==> src/rtl/unitate_fetch_pkg.sv <==
// rtl/unitate_fetch_pkg.sv - shared RISC-8 widths, halt word and fetch state type
package pachet_risc8;

   localparam int ADDR_W   = 8;
   localparam int INSTR_W  = 16;
   localparam int OPCODE_W = 4;

   localparam logic [INSTR_W-1:0] HALT_WORD = 16'hFFFF;

   typedef enum logic [1:0] {
      IDLE   = 2'd0,
      RUN    = 2'd1,
      HALTED = 2'd2
   } stare_fetch_t;

endpackage

==> src/rtl/numarator_pc.sv <==
// rtl/numarator_pc.sv - program counter register with load, increment and hold
module numarator_pc #(
   parameter int            W         = 8,
   parameter logic [W-1:0]  RESET_VAL = '0
) (
   input  logic         clk,
   input  logic         rst_n,
   input  logic         load,
   input  logic [W-1:0] load_val,
   input  logic         inc,
   output logic [W-1:0] value
);

   // load wins over increment; increment wraps naturally at 2^W
   always_ff @(posedge clk or negedge rst_n) begin
      if (!rst_n) begin
         value <= RESET_VAL;
      end else if (load) begin
         value <= load_val;
      end else if (inc) begin
         value <= value + W'(1);
      end
   end

endmodule

==> src/rtl/unitate_fetch.sv <==
// rtl/unitate_fetch.sv - RISC-8 fetch stage; halt-word detection under RISC8_FETCH_HALT_EN
module unitate_fetch #(
   parameter int                 ADDR_W   = pachet_risc8::ADDR_W,
   parameter int                 INSTR_W  = pachet_risc8::INSTR_W,
   parameter logic [ADDR_W-1:0]  RESET_PC = '0
) (
   input  logic               clk,
   input  logic               rst_n,
   input  logic               start,
   output logic [ADDR_W-1:0]  address,
   input  logic [INSTR_W-1:0] instruction,
   output logic [INSTR_W-1:0] instr_out,
   output logic [ADDR_W-1:0]  pc_out,
   output logic               instr_valid,
   input  logic               instr_ready,
   input  logic               redirect,
   input  logic [ADDR_W-1:0]  redirect_pc,
   output logic               halted
);

   import pachet_risc8::*;

   stare_fetch_t        state, state_next;
   logic                free;
   logic                pc_load;
   logic [ADDR_W-1:0]   pc_load_val;
   logic                pc_inc;
   logic                capture;
   logic                clear_valid;
   logic                is_halt;

   assign free = !instr_valid || instr_ready;

`ifdef RISC8_FETCH_HALT_EN
   assign is_halt = (instruction == HALT_WORD);
   assign halted  = (state == HALTED);
`else
   assign is_halt = 1'b0;
   assign halted  = 1'b0;
`endif

   numarator_pc #(
      .W         (ADDR_W),
      .RESET_VAL (RESET_PC)
   ) u_pc (
      .clk      (clk),
      .rst_n    (rst_n),
      .load     (pc_load),
      .load_val (pc_load_val),
      .inc      (pc_inc),
      .value    (address)
   );

   // state register
   always_ff @(posedge clk or negedge rst_n) begin
      if (!rst_n) begin
         state <= IDLE;
      end else begin
         state <= state_next;
      end
   end

   // next state and PC / output-register controls; redirect overrides everything
   always_comb begin
      state_next  = state;
      pc_load     = 1'b0;
      pc_load_val = redirect_pc;
      pc_inc      = 1'b0;
      capture     = 1'b0;
      clear_valid = 1'b0;
      if (redirect) begin
         state_next  = RUN;
         pc_load     = 1'b1;
         pc_load_val = redirect_pc;
         clear_valid = 1'b1;
      end else begin
         case (state)
            IDLE: begin
               if (start) begin
                  state_next  = RUN;
                  pc_load     = 1'b1;
                  pc_load_val = RESET_PC;
               end
            end
            RUN: begin
               if (free) begin
                  if (is_halt) begin
                     state_next  = HALTED;
                     clear_valid = 1'b1;
                  end else begin
                     capture = 1'b1;
                     pc_inc  = 1'b1;
                  end
               end
            end
            default: begin
            end
         endcase
      end
   end

   // output register toward decode: capture, drain when free, hold when stalled
   always_ff @(posedge clk or negedge rst_n) begin
      if (!rst_n) begin
         instr_out   <= '0;
         pc_out      <= '0;
         instr_valid <= 1'b0;
      end else if (capture) begin
         instr_out   <= instruction;
         pc_out      <= address;
         instr_valid <= 1'b1;
      end else if (clear_valid || free) begin
         instr_valid <= 1'b0;
      end
   end

endmodule

==> config.mk <==
export PLATFORM = sky130hd
export DESIGN_NAME = unitate_fetch
export DESIGN_NICKNAME = d
export VERILOG_FILES = /design/src/rtl/unitate_fetch_pkg.sv /design/src/rtl/numarator_pc.sv /design/src/rtl/unitate_fetch.sv
export SDC_FILE = /design/constraint.sdc
export NUM_CORES = 1
export LEC_CHECK = 0
export BUFFER_PORTS_ARGS = -buffer_cell sky130_fd_sc_hd__buf_2
export CORE_MARGIN = 5
export CORE_UTILIZATION = 47
export DETAILED_ROUTE_END_ITERATION = 6
export GPL_TIMING_DRIVEN = 0
export PLACE_DENSITY = 0.89
export SLEW_MARGIN = 20
export SYNTH_ARGS = -nofsm -noshare
export SYNTH_HDL_FRONTEND = slang
export SYNTH_SLANG_ARGS = --single-unit
==> constraint.sdc <==
create_clock -name clk -period 2 [get_ports clk]
set_clock_uncertainty 0.2 [all_clocks]
set_input_delay 0.2 -clock clk [delete_from_list [all_inputs] [get_ports clk]]
set_output_delay 0.2 -clock clk [all_outputs]
set_load 0.01 [all_outputs]
Word level (Yosys, flattened, before mapping). Cells that the tools add are included.

Add/subtract/negate cells: 1. Reduce and logical (&&, ||, !) cells: 9. Muxes and demuxes: 17. Eq/ne operators: 1.

Operator list (number): two-way mux 8 bit (5); two-way mux 1 bit (9); adder 8 x 1 -> 8 bit (second input constant) (1); nonzero test 2 bit (4); two-way mux 2 bit (3); == test 2 x 1 -> 1 bit (second input constant) (1); logical NOT 2 bit (1); logical OR 1 bit (2); AND reduction 2 bit (1); logical NOT 1 bit (1).

Register bits: 35. Input bits: 29. Word-level logic and storage cells: 33. Output and inout bits: 34.

Longest topological paths before layout.
Depth in word-level cells: 7. Mapped depth: 6. Mapped depth without buffers: 5.

Hierarchy. A second synthesis with hierarchy kept.

Cells, all modules: 119. Area total of the unflattened synthesis: 1511.4 µm².

Modules (own cells, without submodules): unitate_fetch (instances 1, cells each 70, sequential area each 650.6 µm², area an instance 1061.0 µm²); numarator_pc (instances 1, cells each 49, sequential area each 200.2 µm², area an instance 450.4 µm²).

Worst setup path before layout. Ideal clock, no wire load.

Path kind: reg-to-reg. From: reg u_pc.value[0]. To: reg u_pc.value[6]. Buffers on the path: 0. Slack: 0.471 ns. Data required time: 1.737 ns. Clock period less this slack: 1.529 ns. Setup time: 0.063 ns. Arrival: 1.267 ns. Cell stages (with the launch flop): 5. Cells stage by stage: dfrtp_1 ha_1 and4_1 a41o_1 o2bb2a_4.

Longest elaborated chain between the ends: 3.

RTL lines: from (decl) (line numarator_pc.sv:11) `output logic [W-1:0] value`; from (signal assigned) (line numarator_pc.sv:19) `value <= load_val;`; from (signal assigned) (line numarator_pc.sv:21) `value <= value + W'(1);`; adder 8 x 1 -> 8 bit (line numarator_pc.sv:21); two-way mux 8 bit (line numarator_pc.sv:20) `end else if (inc) begin`; two-way mux 8 bit (line numarator_pc.sv:18) `end else if (load) begin`.

Every way passes these cells. The select of a mux whose other input is x is not followed. A chain may end at the register's enable or synchronous reset.

Worst setup path after layout.
From: in start. To: reg u_pc.value[3].

Longest elaborated chain between the ends: 4. Elaborated cells between the ends (all ways): 8. Those cells by class: 7 x mux; 1 x reduce/logical.

RTL lines: from (decl) (line unitate_fetch.sv:9) `input logic start,`; two-way mux 8 bit / two-way mux 1 bit (equally long branches) (line unitate_fetch.sv:79) `if (start) begin`; two-way mux 8 bit / two-way mux 1 bit (equally long branches) (line unitate_fetch.sv:77) `case (state)`; two-way mux 8 bit / two-way mux 1 bit (equally long branches) (line unitate_fetch.sv:71) `if (redirect) begin`; two-way mux 8 bit / nonzero test 2 bit (equally long branches).

Parallel ways exist; a longest one is shown, timed or not.

==> flow_summary.json <==
{
  "status": "completed",
  "grt_max_degree": 35,
  "overflow": 0,
  "cp.required_ps": 2020,
  "grt_pass1_wl_mm": 6.39,
  "post-synth-top-count-cell": "nand2_1",
  "cts_root_buffer": "clkbuf_4",
  "path_class": "input pin to register",
  "clockBufferDepth": 2,
  "synth-async-reset-ratio_pct": 100,
  "netSwitchingFraction_pct": 29.8,
  "dieArea_sq_um": 4500,
  "cts_buffers": 5,
  "drv_slew": 0,
  "synth_area_leader_cell": "dfrtp_1",
  "grt_use_total_pct": 19.2,
  "fin_crit_ps": 1780,
  "maxCapViolCount": 0,
  "rsz0062_at_grt": "no",
  "syn_area_per_cell_sq_um": 9.23,
  "synth_top_area_share_pct": 55.6,
  "yosysWarnings": 0,
  "seq_area_frac_synth_pct": 55.6,
  "gp_congestion": 0.762,
  "routedWlPerCell_um": 12.7,
  "slowest_stage": "dlygate4sd3_1",
  "htree_levels": 2,
  "drtIter0Drc": 91,
  "setup_viol": 0,
  "grtUsageMet2_pct": 34.5,
  "cp_max_fo": 5,
  "chipWidth_um": 67.1,
  "hold_viol": 0,
  "ys_ff_latch": 34,
  "grtUsageMet1_pct": 21.3,
  "p_clk_share_pct": 23.4,
  "die_h_um": 67.1,
  "ctsResizeCount": 0,
  "seqPwrFrac_pct": 52.7,
  "fin_hold_ws_ps": 36.6,
  "leakagePower_nw": 1.17,
  "cp-end-kind": "register",
  "tightest_slew_ps": 711,
  "boundaryPins": 63,
  "nNetsFinal": 284,
  "cts.sinks": 34,
  "grt_pass1_vias": 1463,
  "core_region_area_sq_um": 3080,
  "grt-busiest-layer": "met2",
  "power_density_nw_per_um2": 745,
  "num_antenna_cells": 0,
  "syn_to_final_growth_pct": 40.5,
  "finalSetupTns_ps": 0,
  "ant_nets": 0,
  "startpoint_type": "input pin",
  "hold_path_class": "input pin to register",
  "rows": 20,
  "antenna_found_initial": 0,
  "fin_crit_sh_pct": 89.1,
  "vias_per_cell": 4.82,
  "synth_fp_nets": 196,
  "synthTopCellsByCount": "nand2_1, dfrtp_1, a21oi_1, clkbuf_1, nor2_1",
  "synthDistinctLibCells": 33,
  "dp_hpwl_mm": 2.71,
  "power_frac_comb_pct": 23.8,
  "arrival_ps": 1800,
  "synth_edf_count": 0,
  "ir_drop_mv": 0.464,
  "worstPathCellList": "dlygate4sd3_1 > buf_2 > nor2b_1 > a211oi_2 > nor2_1 > o2bb2a_4",
  "drc": 0,
  "fmax_ghz": 0.561,
  "cts_tree": "done",
  "path_clk_slew_ps": 90,
  "num_vias": 1441,
  "synthFlopType": "dfrtp_1",
  "wirelength_mm": 3.79,
  "worstSkewPairLatency_ps": 320,
  "slew_headroom_pct": 52.6,
  "first_pass_iters": 4,
  "synth.cell_area_sq_um": 1530,
  "use_met3_pct": 4.38,
  "p_sw_mw": 0.478,
  "power.internal_mw": 1.13,
  "drive_gt1_share_pct": 29.8,
  "cpPeakStageDelay_ps": 530,
  "initial_core_util_pct": 49.8,
  "synthCells": 166,
  "port_buffers": 61,
  "synth.area.top_cells": "dfrtp_1, nand2_1, o2bb2a_4, o21a_1, a21oi_1"
}
per-stage QoR:
stage,worst slack (ps),instances,utilization [%],power (mW),area [sq um]
after detailed placement,260,271,61.5,1.21,1890
final,217,299,69.9,1.60,2150
after global routing,76.8,299,69.9,1.71,2150
after CTS,223,299,69.9,1.62,2150
after floorplan,471,166,-,1.04,1530
after global placement,280,271,61.5,1.20,1890
state kept, by name, summed over array words and instances (netlist names):
name,cells
instr_out,16
instr_valid,1
pc_out,8
state,1
u_pc.value,8
power groups by stage:
stage | sequential [mW] | combinational [mW] | clock, mW
3_3_place_gp | 0.852 | 0.348 | 0
2_1_floorplan | 0.893 | 0.148 | 0
4_1_cts | 0.844 | 0.387 | 0.390
6_report | 0.846 | 0.382 | 0.376
5_1_grt | 0.861 | 0.429 | 0.423
3_5_place_dp | 0.856 | 0.358 | 0
timing repair:
item	CTS	global route
setup endpoints to repair	0	0
hold buffers	20	0
setup buffers	0	0
endpoints found under the hold margin	53	0
cells in the final DEF (no fill, tap or decap), types with 2 or more instances in the layout:
cell,Yosys,routed
o22ai_1,3,3
dlygate4sd3_1,0,20
o21bai_1,2,2
clkbuf_4,0,5
and2_1,2,2
inv_1,3,3
o31ai_1,2,2
nand2b_1,2,2
o2bb2a_4,2,2
nand2_1,74,74
and3_1,3,3
dfrtp_1,34,34
a31oi_1,3,3
nor2_1,4,4
and4_1,2,2
a21oi_1,4,4
clkbuf_1,4,5
buf_2,3,64
o21a_1,3,3
kinds of logic after synthesis:
group | Yosys count | synth area share, %
simple gates | 92 | 25.2
compound gates | 27 | 15.0
other cells | 1 | 0.245
buf+inv | 11 | 3.19
flops | 34 | 55.6
fa+ha+maj | 1 | 0.817
worst max-delay path, delay by kind of cell:
kind / cells / cell delay [ps]
simple gates: 2 / 260
compound gates: 2 / 670
buf+inv: 2 / 670
metal layers:
layer,wire [um],vias to the layer above
met3,224,5
li1,-,728
met5,0,-
met2,1930,41
met1,1570,667
met4,63,0
final timing paths:
kind                           startpoint            end  slack (ps)  depth (start not counted)
max in group asynchronous           rst_n  u_pc.value[4]         890                          2
setup reg to reg              instr_valid  instr_out[12]         250                          5
setup / recovery                    start  u_pc.value[3]         220                          6
min in group asynchronous           rst_n       state[0]         240                          2
hold / removal             redirect_pc[4]  u_pc.value[4]          40                          4
hold reg to reg                 pc_out[3]      pc_out[3]         270                          2
cell type report:
| type | count | area [sq um] |
|---|---|---|
| inverter | 3 | 11.3 |
| tap | 44 | 55.1 |
| clock inverter | 1 | 5.00 |
| fill | 253 | 926 |
| sequential | 34 | 851 |
| buffer | 8 | 37.5 |
| multi-input combinational | 121 | 632 |
| timing repair buffer | 81 | 505 |
| clock buffer | 7 | 55.1 |
Power figures use the tool's default switching activity.
